==> config.mk <==
export PLATFORM = sky130hd
export DESIGN_NAME = seg_access_ctrl
export DESIGN_NICKNAME = d
export VERILOG_FILES = /design/src/rtl/seg_pkg.sv /design/src/rtl/seg_onehot_dec.sv /design/src/rtl/seg_access_ctrl.sv
export SDC_FILE = /design/constraint.sdc
export NUM_CORES = 1
export LEC_CHECK = 0
export ABC_CLOCK_PERIOD_IN_PS = 1800
export BUFFER_PORTS_ARGS = -buffer_cell sky130_fd_sc_hd__buf_2
export CORE_UTILIZATION = 47
export DETAILED_ROUTE_END_ITERATION = 7
export GPL_TIMING_DRIVEN = 0
export PLACE_DENSITY = 0.76
export SYNTH_ARGS = -nofsm -noshare
export SYNTH_HDL_FRONTEND = slang
export SYNTH_SLANG_ARGS = --single-unit
==> constraint.sdc <==
create_clock -name clk -period 1.8 [get_ports clk]
set_input_delay 0.36 -clock clk [delete_from_list [all_inputs] [get_ports clk]]
set_output_delay 0.36 -clock clk [all_outputs]
set_load 0.005 [all_outputs]
==> src/rtl/seg_pkg.sv <==
// rtl/seg_pkg.sv - shared constants and FSM state type for the segment access controller
package seg_pkg;
    localparam int NSEG  = 8;
    localparam int SEG_W = $clog2(NSEG);
    localparam int OFF_W = 16 - SEG_W;

    typedef enum logic [1:0] {
        S_IDLE,
        S_ACCESS,
        S_RESP
    } state_e;
endpackage

==> src/rtl/seg_onehot_dec.sv <==
// rtl/seg_onehot_dec.sv - combinational segment index to one-hot bank select decoder
module seg_onehot_dec #(
    parameter int  NSEG  = 8,
    localparam int SEG_W = $clog2(NSEG)
) (
    input  logic [SEG_W-1:0] seg_i,
    output logic [NSEG-1:0]  onehot_o
);
    always_comb begin
        onehot_o        = '0;
        onehot_o[seg_i] = 1'b1;
    end
endmodule

==> src/rtl/seg_access_ctrl.sv <==
// rtl/seg_access_ctrl.sv - single-outstanding segmented bank access controller with ack timeout
// Optional SEG_WPROT_EN adds a per-segment write-protect mask port (wprot).
module seg_access_ctrl #(
    parameter int  ADDR_W  = 16,
    parameter int  DATA_W  = 8,
    parameter int  NSEG    = seg_pkg::NSEG,
    parameter int  TIMEOUT = 15,
    localparam int SEG_W   = $clog2(NSEG),
    localparam int OFF_W   = ADDR_W - SEG_W,
    localparam int CNT_W   = $clog2(TIMEOUT + 1)
) (
    input  logic              clk,
    input  logic              rst_n,
    input  logic              req_valid,
    output logic              req_ready,
    input  logic [ADDR_W-1:0] req_addr,
    input  logic              req_we,
    input  logic [DATA_W-1:0] req_wdata,
    output logic [NSEG-1:0]   mem_cs,
    output logic [OFF_W-1:0]  mem_addr,
    output logic              mem_we,
    output logic [DATA_W-1:0] mem_wdata,
    input  logic              mem_ack,
    input  logic [DATA_W-1:0] mem_rdata,
    output logic              rsp_valid,
    input  logic              rsp_ready,
    output logic [DATA_W-1:0] rsp_rdata,
    output logic              rsp_err
`ifdef SEG_WPROT_EN
    ,
    input  logic [NSEG-1:0]   wprot
`endif
);
    import seg_pkg::*;

    state_e              state_q, state_d;
    logic                req_ready_q, req_ready_d;
    logic [NSEG-1:0]     mem_cs_q, mem_cs_d;
    logic [OFF_W-1:0]    mem_addr_q, mem_addr_d;
    logic                mem_we_q, mem_we_d;
    logic [DATA_W-1:0]   mem_wdata_q, mem_wdata_d;
    logic [CNT_W-1:0]    cnt_q, cnt_d;
    logic                rsp_valid_q, rsp_valid_d;
    logic [DATA_W-1:0]   rsp_rdata_q, rsp_rdata_d;
    logic                rsp_err_q, rsp_err_d;

    logic [SEG_W-1:0]    req_seg;
    logic [NSEG-1:0]     req_onehot;
    logic                prot_hit;
    logic                timeout_hit;

    assign req_seg     = req_addr[ADDR_W-1 -: SEG_W];
    assign timeout_hit = (cnt_q == CNT_W'(TIMEOUT - 1));

`ifdef SEG_WPROT_EN
    assign prot_hit = req_we & wprot[req_seg];
`else
    assign prot_hit = 1'b0;
`endif

    seg_onehot_dec #(.NSEG(NSEG)) u_dec (
        .seg_i    (req_seg),
        .onehot_o (req_onehot)
    );

    always_ff @(posedge clk or negedge rst_n) begin
        if (!rst_n) begin
            state_q     <= S_IDLE;
            req_ready_q <= 1'b1;
            mem_cs_q    <= '0;
            mem_addr_q  <= '0;
            mem_we_q    <= 1'b0;
            mem_wdata_q <= '0;
            cnt_q       <= '0;
            rsp_valid_q <= 1'b0;
            rsp_rdata_q <= '0;
            rsp_err_q   <= 1'b0;
        end else begin
            state_q     <= state_d;
            req_ready_q <= req_ready_d;
            mem_cs_q    <= mem_cs_d;
            mem_addr_q  <= mem_addr_d;
            mem_we_q    <= mem_we_d;
            mem_wdata_q <= mem_wdata_d;
            cnt_q       <= cnt_d;
            rsp_valid_q <= rsp_valid_d;
            rsp_rdata_q <= rsp_rdata_d;
            rsp_err_q   <= rsp_err_d;
        end
    end

    always_comb begin
        state_d = state_q;
        case (state_q)
            S_IDLE:   if (req_valid) state_d = prot_hit ? S_RESP : S_ACCESS;
            S_ACCESS: if (mem_ack || timeout_hit) state_d = S_RESP;
            S_RESP:   if (rsp_ready) state_d = S_IDLE;
            default:  state_d = S_IDLE;
        endcase
    end

    always_comb begin
        req_ready_d = req_ready_q;
        mem_cs_d    = mem_cs_q;
        mem_addr_d  = mem_addr_q;
        mem_we_d    = mem_we_q;
        mem_wdata_d = mem_wdata_q;
        cnt_d       = cnt_q;
        rsp_valid_d = rsp_valid_q;
        rsp_rdata_d = rsp_rdata_q;
        rsp_err_d   = rsp_err_q;
        case (state_q)
            S_IDLE: begin
                if (req_valid) begin
                    req_ready_d = 1'b0;
                    cnt_d       = '0;
                    mem_addr_d  = req_addr[OFF_W-1:0];
                    mem_wdata_d = req_wdata;
                    if (prot_hit) begin
                        // Protected write is refused without ever touching the bank.
                        mem_we_d    = 1'b0;
                        rsp_valid_d = 1'b1;
                        rsp_rdata_d = '0;
                        rsp_err_d   = 1'b1;
                    end else begin
                        mem_we_d = req_we;
                        mem_cs_d = req_onehot;
                    end
                end
            end
            S_ACCESS: begin
                cnt_d = cnt_q + CNT_W'(1);
                if (mem_ack || timeout_hit) begin
                    mem_cs_d    = '0;
                    mem_we_d    = 1'b0;
                    rsp_valid_d = 1'b1;
                    rsp_err_d   = !mem_ack;
                    rsp_rdata_d = (mem_ack && !mem_we_q) ? mem_rdata : '0;
                end
            end
            S_RESP: begin
                if (rsp_ready) begin
                    rsp_valid_d = 1'b0;
                    rsp_rdata_d = '0;
                    rsp_err_d   = 1'b0;
                    req_ready_d = 1'b1;
                end
            end
            default: ;
        endcase
    end

    assign req_ready = req_ready_q;
    assign mem_cs    = mem_cs_q;
    assign mem_addr  = mem_addr_q;
    assign mem_we    = mem_we_q;
    assign mem_wdata = mem_wdata_q;
    assign rsp_valid = rsp_valid_q;
    assign rsp_rdata = rsp_rdata_q;
    assign rsp_err   = rsp_err_q;
endmodule
==> impl_metrics.tcl, run 1 <==
set metrics [dict create \
    cts_resized 0 \
    crit_type "reg -> reg" \
    syn2layout_area_growth_pct 27.7 \
    grt_pass1_wl_mm 6.64 \
    rrSetupSlack_ns 0.22 \
    cap_violations 0 \
    port_buffers 78 \
    routed_wl_mm 4.15 \
    dieArea_um2 4350 \
    ir_worst_vdd_v 0.000834 \
    post-cts-setup-buffers 0 \
    cts_tree "yes" \
    ys_warn_count 0 \
    nNetsFinal 306 \
    finalSetupTns_ns 0 \
    critPathSlowestCell "dfrtp_1" \
    r2r_start "cnt_q[0]" \
    num_vias 1587 \
    max_freq_ghz 0.632 \
    min_period_over_period_pct 88.0 \
    crit_end "mem_cs[2]" \
    powerDensity_nw_per_um2 1490 \
    dieHeight_um 65.9 \
    status "complete, no violations" \
    n_fill_cell 313 \
    clk_latency_ns 0.29 \
    hold_violations 0 \
    clkPwrFrac_pct 16.3 \
    reg2reg_to "mem_cs[2]" \
    layout_common_cells "80 x buf_2, 66 x nand2_1, 46 x dfrtp_1, 15 x a22o_1, 7 x o21ai_0" \
    period_minus_slack_ns 1.58 \
    antenna_found_initial 0 \
    worstPathMaxFanout 8 \
    seq_power_share_pct 46.1 \
    rsz0062_at_grt "no" \
    wire_per_inst_um 13.2 \
    grt_pass1_vias 1469 \
    cts_inserted_buffers 5 \
    path_cells "inv_1, ha_1, nand3_1, a211o_1, a22o_1" \
    multi_input_area_um2 682 \
    synth-seq-cells 47 \
    cp-end-kind "register" \
    setup_violations 0 \
    std_cell_rows 22 \
    crit_family "compound AO/OA/AOI/OAI gates" \
    ys_seq_area_share_pct 61.3 \
    routed_via_density 5.04 \
    die_w_um 65.9 \
    cts_sinks 47 \
    intPower_mw 2.35 \
    cts_root_buf "clkbuf_8" \
    syn_area_um2 1920 \
    start_util_pct 50.6 \
    netSwitchingFraction_pct 35.6 \
    path_clk_slew_ns 0.08 \
    max_stage_delay_ns 0.43 \
    grt_usage_pct 20.5 \
    antennaDiodeCount 0 \
    required_ns 1.98 \
    setup_slack_ns 0.217 \
    seq_area_um2 1180 \
    postCtsHoldBufs 0 \
    grt_max_degree 48 \
    drt_iter0_drc 56 \
    leakage_nw 1.38 \
    preCtsSetupSlack_ns 0.253 \
    p_sw_mw 1.30 \
    synth.distinct_cells 31 \
    synth_nets 221 \
    critPathLaunchType "register" \
    tightest_slew_ns 0.998 \
    synth_area_leaders "dfrtp_1 60%, nand2_1 13%, a22o_1 6.8%" \
    synth_area_leader_cell "dfrtp_1" \
    power_frac_comb_pct 37.6 \
    htreeDepth 2 \
    place.gp.congestion 0.767 \
    cp.depth 5 \
    io_pins 79 \
    ctsLongestPathBuffers 2 \
    drc 0 \
    max_slew_margin_pct 33.5 \
    place_hpwl_mm 2.93 \
    critPathArrivalTime_ns 1.77 \
    fp.coreArea_um2 3800 \
    synthCells 181 \
    drv_slew 0 \
    final_common_cell "buf_2" \
    startpoint "cnt_q[0]" \
    grt_overflow 0 \
    holdWs_ns 0.228 \
    ant_nets 0 \
    drive_gt1_share_pct 35.6 \
    yosys.area.top_type_share_pct 59.9 \
    path_buf_inv 1 \
    holdCritPathClass "in -> async" \
    syn_avg_cell_area_um2 10.6 \
    finClkSkew_ns 0.00200 \
    dr.pass1.iters 5 \
    reg2reg_depth 5 \
]
==> synthesized netlist by cell type <==
master / n
clkbuf_1: 2
nand2b_1: 1
a31o_2: 1
a211oi_1: 1
a211o_1: 1
nor2_1: 3
nor3b_2: 3
buf_6: 2
mux2i_1: 1
buf_2: 2
and2_1: 1
nand3b_1: 2
dfstp_2: 1
or3b_1: 1
nand2_1: 66
nor2b_1: 2
a32o_1: 2
ha_1: 2
a22o_1: 15
buf_4: 1
a21boi_0: 1
xor2_1: 1
dfrtp_1: 46
nand3_1: 2
o31ai_1: 2
o21ai_0: 7
nand4_1: 1
a21oi_1: 4
and3_1: 2
inv_1: 4
nor3_2: 1
==> power groups by stage <==
stage | combinational [mW] | clock (mW) | sequential (mW)
after floorplan | 0.762 | 0 | 1.71
after global routing | 1.56 | 0.657 | 1.72
after global placement | 1.35 | 0 | 1.68
final | 1.37 | 0.597 | 1.68
after CTS | 1.39 | 0.611 | 1.68
after detailed placement | 1.39 | 0 | 1.69
==> layer usage <==
layer | vias to the layer above | part of all wire, % | GRT usage [%]
met4 | 0 | 1.6 | 8.78
met2 | 64 | 45 | 32.8
met3 | 8 | 6.6 | 4.83
met1 | 735 | 47 | 26.4
li1 | 780 | - | -
met5 | - | 0 | 0
==> layout make-up <==
class,instances,area share [%]
sequential,47,48.0
multi-input combinational,123,27.8
timing repair buffer,78,15.9
clock buffer,7,3.11
tap,48,2.45
buffer,7,1.94
inverter,4,0.612
clock inverter,1,0.204
==> state kept, by name, summed over array words and instances (netlist names) <==
register,flops
cnt_q,4
mem_addr,13
mem_cs,8
mem_wdata,8
mem_we,1
req_ready,1
rsp_err,1
rsp_rdata,8
rsp_valid,1
state_q,2
==> worst min-delay path by stage <==
| stage | start | endpoint | slack, ns | cells past startpoint |
|---|---|---|---|---|
| after floorplan | rst_n | cnt_q[0] | 0.06 | 0 |
| after global placement | mem_addr[6] | mem_addr[6] | 0.45 | 2 |
| after detailed placement | mem_addr[1] | mem_addr[1] | 0.46 | 2 |
| after CTS | req_wdata[1] | mem_wdata[1] | 0.24 | 3 |
| after global routing | req_addr[6] | mem_addr[6] | 0.25 | 3 |
| final | rst_n | rsp_valid | 0.23 | 1 |
==> stage by stage <==
stage	instances	instance area, µm²	total power [mW]	util [%]
after global routing	315	2450	3.94	64.6
after global placement	307	2370	3.03	62.5
after detailed placement	307	2370	3.08	62.5
after floorplan	181	1920	2.47	-
after CTS	315	2450	3.69	64.6
final	315	2450	3.65	64.6
==> kinds of logic after synthesis <==
group,after synthesis,synth area share (%)
multiplexers,1,0.521
XOR/XNOR,1,0.456
AND/OR/NAND/NOR,85,20.0
adder cells (fa/ha/maj),2,1.30
buffers and inverters,11,3.26
flip-flops,47,61.3
AO/OA/AOI/OAI,34,13.2
No activity file was read; power rests on OpenSTA's default activity.
==> run 2, diff against run 1 <==
--- a/config.mk
+++ b/config.mk
@@ -7,6 +7,8 @@
 export LEC_CHECK = 0
 export ABC_CLOCK_PERIOD_IN_PS = 1800
 export BUFFER_PORTS_ARGS = -buffer_cell sky130_fd_sc_hd__buf_2
+export CAP_MARGIN = 0
+export CORE_MARGIN = 4
 export CORE_UTILIZATION = 47
 export DETAILED_ROUTE_END_ITERATION = 7
 export GPL_TIMING_DRIVEN = 0
==> impl_metrics.tcl, run 2 (synthesized netlist as in run 1, its figures left out) <==
set metrics [dict create \
    status "complete, no violations" \
    grt_overflow 0 \
    std_cell_rows 22 \
    path_buf_inv 2 \
    wire_per_inst_um 13.4 \
    crit_family "simple AND/OR/NAND/NOR gates" \
    num_vias 1575 \
    fin_util_pct 64.6 \
    tightest_slew_ns 0.979 \
    routed_via_density 5.00 \
    powerDensity_nw_per_um2 1480 \
    max_slew_margin_pct 34.7 \
    required_ns 2.03 \
    setup_violations 0 \
    holdWs_ns 0.226 \
    path_cells "buf_6, nor3b_2, clkbuf_1, nand2_1, nand2_1" \
    final_common_cell "buf_2" \
    drt_iter0_drc 104 \
    min_period_over_period_pct 87.1 \
    holdCritPathClass "in -> async" \
    ir_worst_vdd_v 0.000759 \
    cap_violations 0 \
    postCtsHoldBufs 0 \
    grt_max_degree 48 \
    start_util_pct 50.6 \
    antennaDiodeCount 0 \
    cp-end-kind "register" \
    htreeDepth 2 \
    place.gp.congestion 0.747 \
    crit_type "reg -> reg" \
    grt_pass1_wl_mm 7.04 \
    n_fill_cell 327 \
    drive_gt1_share_pct 35.6 \
    hold_violations 0 \
    cts_inserted_buffers 5 \
    ant_nets 0 \
    finClkSkew_ns 0.00345 \
    cts_sinks 47 \
    routed_wl_mm 4.22 \
    dr.pass1.iters 4 \
    multi_input_area_um2 682 \
    drv_slew 0 \
    dieArea_um2 5180 \
    syn2layout_area_growth_pct 27.7 \
    cts_root_buf "clkbuf_8" \
    grt_usage_pct 17.5 \
    drc 0 \
    cts_tree "yes" \
    leakage_nw 1.38 \
    worstPathMaxFanout 10 \
    period_minus_slack_ns 1.57 \
    fp.coreArea_um2 3800 \
    max_freq_ghz 0.638 \
    finalNonFillerCells 315 \
    post-cts-setup-buffers 0 \
    dpl_cell_area_um2 2370 \
    die_w_um 71.9 \
    place_hpwl_mm 3.13 \
    cts_resized 0 \
    dp.cells 307 \
    critPathSlowestCell "nor3b_2" \
    layout_common_cells "80 x buf_2, 66 x nand2_1, 46 x dfrtp_1, 15 x a22o_1, 7 x o21ai_0" \
    finalSetupTns_ns 0 \
    power.total_mw 3.64 \
    antenna_found_initial 0 \
    io_pins 79 \
    ctsLongestPathBuffers 2 \
    setup_slack_ns 0.231 \
    rsz0062_at_grt "no" \
    critPathArrivalTime_ns 1.80 \
    largest_register_ffs 13 \
    cpMostUsedCell "nand2_1" \
    seq_area_um2 1180 \
    path_clk_slew_ns 0.08 \
    grt_pass1_vias 1516 \
    port_buffers 78 \
    dieHeight_um 71.9 \
    clk_latency_ns 0.29 \
    preCtsSetupSlack_ns 0.227 \
    max_stage_delay_ns 0.42 \
    nNetsFinal 306 \
    stdcell_area_um2 2450 \
    critPathLaunchType "register" \
]
run 2: cell counts in the layout (fill, tap and decap cells not counted):
Identical to the previous run, type by type.
run 2: path summary, 6_finish.rpt:
check	start	to	slack, ns	cells after the start
max	state_q[1]	mem_wdata[2]	0.23	5
min	rst_n	rsp_rdata[3]	0.23	1
max reg2reg	state_q[1]	mem_wdata[2]	0.23	5
min reg2reg	mem_wdata[3]	mem_wdata[3]	0.48	2
max in group asynchronous	rst_n	mem_addr[10]	0.98	1
min in group clk	req_wdata[7]	mem_wdata[7]	0.25	3
run 2: final cells by class:
type / count / area share [%]
plain buffers: 7 / 1.94
clock buffers: 7 / 3.11
clock inverters: 1 / 0.204
inverters: 4 / 0.612
multi-input cells: 123 / 27.8
flip-flops and latches: 47 / 48.0
well taps: 48 / 2.45
repair buffers: 78 / 15.9
run 2: report_power, final:
group	internal (mW)	switching, mW	leakage, nW	total [mW]
clock network	0.273	0.322	0.0422	0.594
logic	0.625	0.741	0.734	1.37
registers	1.45	0.228	0.602	1.68
total	2.35	1.29	1.38	3.64
run 2: per-layer routing:
layer	GRT usage, %	wire length, µm
met2	25.8	1860
met1	24.9	1970
met5	0	0
met4	5.01	44
met3	5.54	348
==> run 3, diff against run 2 <==
--- a/config.mk
+++ b/config.mk
@@ -5,14 +5,16 @@
 export SDC_FILE = /design/constraint.sdc
 export NUM_CORES = 1
 export LEC_CHECK = 0
+export ABC_AREA = 1
 export ABC_CLOCK_PERIOD_IN_PS = 1800
 export BUFFER_PORTS_ARGS = -buffer_cell sky130_fd_sc_hd__buf_2
 export CAP_MARGIN = 0
 export CORE_MARGIN = 4
-export CORE_UTILIZATION = 47
+export CORE_UTILIZATION = 48
+export CTS_CLUSTER_DIAMETER = 30
 export DETAILED_ROUTE_END_ITERATION = 7
 export GPL_TIMING_DRIVEN = 0
-export PLACE_DENSITY = 0.76
+export PLACE_DENSITY = 0.77
 export SYNTH_ARGS = -nofsm -noshare
 export SYNTH_HDL_FRONTEND = slang
 export SYNTH_SLANG_ARGS = --single-unit
==> impl_metrics.tcl, run 3 <==
set metrics [dict create \
    rsz0062_at_grt "no" \
    powerDensity_nw_per_um2 1510 \
    ys_seq_area_share_pct 58.1 \
    max_slew_margin_pct 33.3 \
    netSwitchingFraction_pct 38.0 \
    syn_avg_cell_area_um2 8.73 \
    port_buffers 78 \
    fp.coreArea_um2 4030 \
    routed_via_density 4.82 \
    multi_input_area_um2 759 \
    stdcell_area_um2 2560 \
    drc 0 \
    holdWs_ns 0.219 \
    postSynth.topFlopCell "dfrtp_1" \
    max_freq_ghz 0.665 \
    path_clk_slew_ns 0.08 \
    intPower_mw 2.40 \
    grt_overflow 0 \
    cts_sinks 47 \
    die_w_um 73.0 \
    seq_area_um2 1180 \
    yosys.area.top_type_share_pct 56.8 \
    required_ns 1.97 \
    dr.pass1.iters 4 \
    synth_area_leader_cell "dfrtp_1" \
    cts_tree "yes" \
    cts_root_buf "clkbuf_8" \
    antennaDiodeCount 0 \
    dpl_cell_area_um2 2480 \
    status "complete, no violations" \
    syn2layout_area_growth_pct 26.6 \
    finalSetupTns_ns 0 \
    p_sw_mw 1.47 \
    cts_resized 0 \
    num_vias 1773 \
    start_util_pct 50.3 \
    ir_worst_vdd_v 0.000867 \
    syn_area_um2 2030 \
    synth.distinct_cells 22 \
    grt_pass1_vias 1735 \
    hold_violations 0 \
    cap_violations 0 \
    place_hpwl_mm 3.25 \
    drive_gt1_share_pct 32.1 \
    leakage_nw 1.48 \
    drv_slew 0 \
    cp-end-kind "register" \
    place.gp.congestion 0.781 \
    std_cell_rows 23 \
    grt_max_degree 48 \
    synth_nets 272 \
    crit_type "reg -> reg" \
    dieArea_um2 5320 \
    cts_inserted_buffers 5 \
    synth_edf_count 0 \
    dieHeight_um 73.0 \
    yosys-top-cells-count "105 x nand2_1, 46 x dfrtp_1, 16 x nand3_1" \
    nNetsFinal 357 \
    clkPwrFrac_pct 16.0 \
    ctsLongestPathBuffers 2 \
    clk_latency_ns 0.30 \
    drt_iter0_drc 102 \
    critPathArrivalTime_ns 1.67 \
    critPathLaunchType "register" \
    synth-seq-cells 47 \
    htreeDepth 2 \
    postCtsHoldBufs 0 \
    finClkSkew_ns 0.00371 \
    final_common_cell "nand2_1" \
    synthCells 232 \
    layout_common_cells "105 x nand2_1, 83 x buf_2, 46 x dfrtp_1, 16 x nand3_1, 13 x nor2_1" \
    holdCritPathClass "in -> async" \
    wire_per_inst_um 11.9 \
    worstPathMaxFanout 10 \
    min_period_over_period_pct 83.5 \
    synthArstFlopShare_pct 100 \
    power.total_mw 3.87 \
    ant_nets 0 \
    power_frac_comb_pct 39.1 \
    ys_warn_count 0 \
    period_minus_slack_ns 1.50 \
    tightest_slew_ns 1.00 \
    largest_register_ffs 13 \
    io_pins 79 \
    setup_violations 0 \
    grt_usage_pct 17.8 \
    n_fill_cell 349 \
    synth_area_leaders "dfrtp_1 57%, nand2_1 19%, nand3_1 4.0%" \
    seq_power_share_pct 45.0 \
    routed_wl_mm 4.39 \
    grt_pass1_wl_mm 7.33 \
    antenna_found_initial 0 \
    synth_most_common_cell "nand2_1" \
    post-cts-setup-buffers 0 \
]
==> run 3: cell families (layout without fill, tap and decap cells) <==
| group | Yosys count | after routing | synth area share (%) |
|---|---|---|---|
| XOR/XNOR | 1 | 1 | 0.432 |
| buffers and inverters | 18 | 104 | 4.39 |
| adder cells (fa/ha/maj) | 2 | 2 | 1.24 |
| AND/OR/NAND/NOR | 149 | 149 | 32.0 |
| flip-flops | 47 | 47 | 58.1 |
| AO/OA/AOI/OAI | 15 | 15 | 3.83 |
==> run 3: layout make-up <==
type	count	area share (%)
Inverter	9	1.32
Timing Repair Buffer	78	15.2
Clock inverter	2	0.488
Tap cell	50	2.44
Sequential cell	47	45.9
Clock buffer	6	2.83
Buffer	9	2.15
Multi-Input combinational cell	167	29.6
==> run 3: power by group through the flow <==
stage,clock network (mW),logic (mW),registers (mW)
4_1_cts,0.641,1.54,1.74
5_1_grt,0.680,1.75,1.80
6_report,0.619,1.51,1.74
3_3_place_gp,0,1.50,1.75
3_5_place_dp,0,1.54,1.76
2_1_floorplan,0,0.850,1.79
==> run 3: critical path: stages (launching register included) <==
cell,delay (ns)
dfrtp_1,0.40
inv_1,0.06
ha_1,0.20
nand3_2,0.10
nand2_1,0.06
nand2_1,0.07
clkbuf_1,0.31
o21ai_0,0.16
==> run 3: worst paths after layout <==
| check | slack [ns] | to | cells past startpoint | startpoint |
|---|---|---|---|---|
| setup / recovery | 0.30 | rsp_rdata[7] | 7 | cnt_q[0] |
| min in group clk | 0.25 | mem_wdata[6] | 3 | req_wdata[6] |
| hold reg to reg | 0.47 | req_ready | 2 | req_ready |
| max in group asynchronous | 0.95 | mem_addr[8] | 1 | rst_n |
| setup reg to reg | 0.30 | rsp_rdata[7] | 7 | cnt_q[0] |
| hold / removal | 0.22 | mem_cs[2] | 1 | rst_n |
==> run 3: metrics by stage <==
step                      setup slack [ns]  util (%)  std cells
final                                0.297      63.6        368
after global placement               0.347      61.5        360
after detailed placement             0.313      61.5        360
after CTS                            0.286      63.6        368
after global routing                0.0843      63.6        368
after floorplan                      0.525         -        232
==> run 3: per-layer routing <==
layer / vias up / GRT usage, % / wire, µm
met5: - / 0 / 0
met1: 802 / 21.3 / 1880
met4: 0 / 6.76 / 46
li1: 909 / - / -
met3: 6 / 6.34 / 387
met2: 56 / 29.3 / 2080
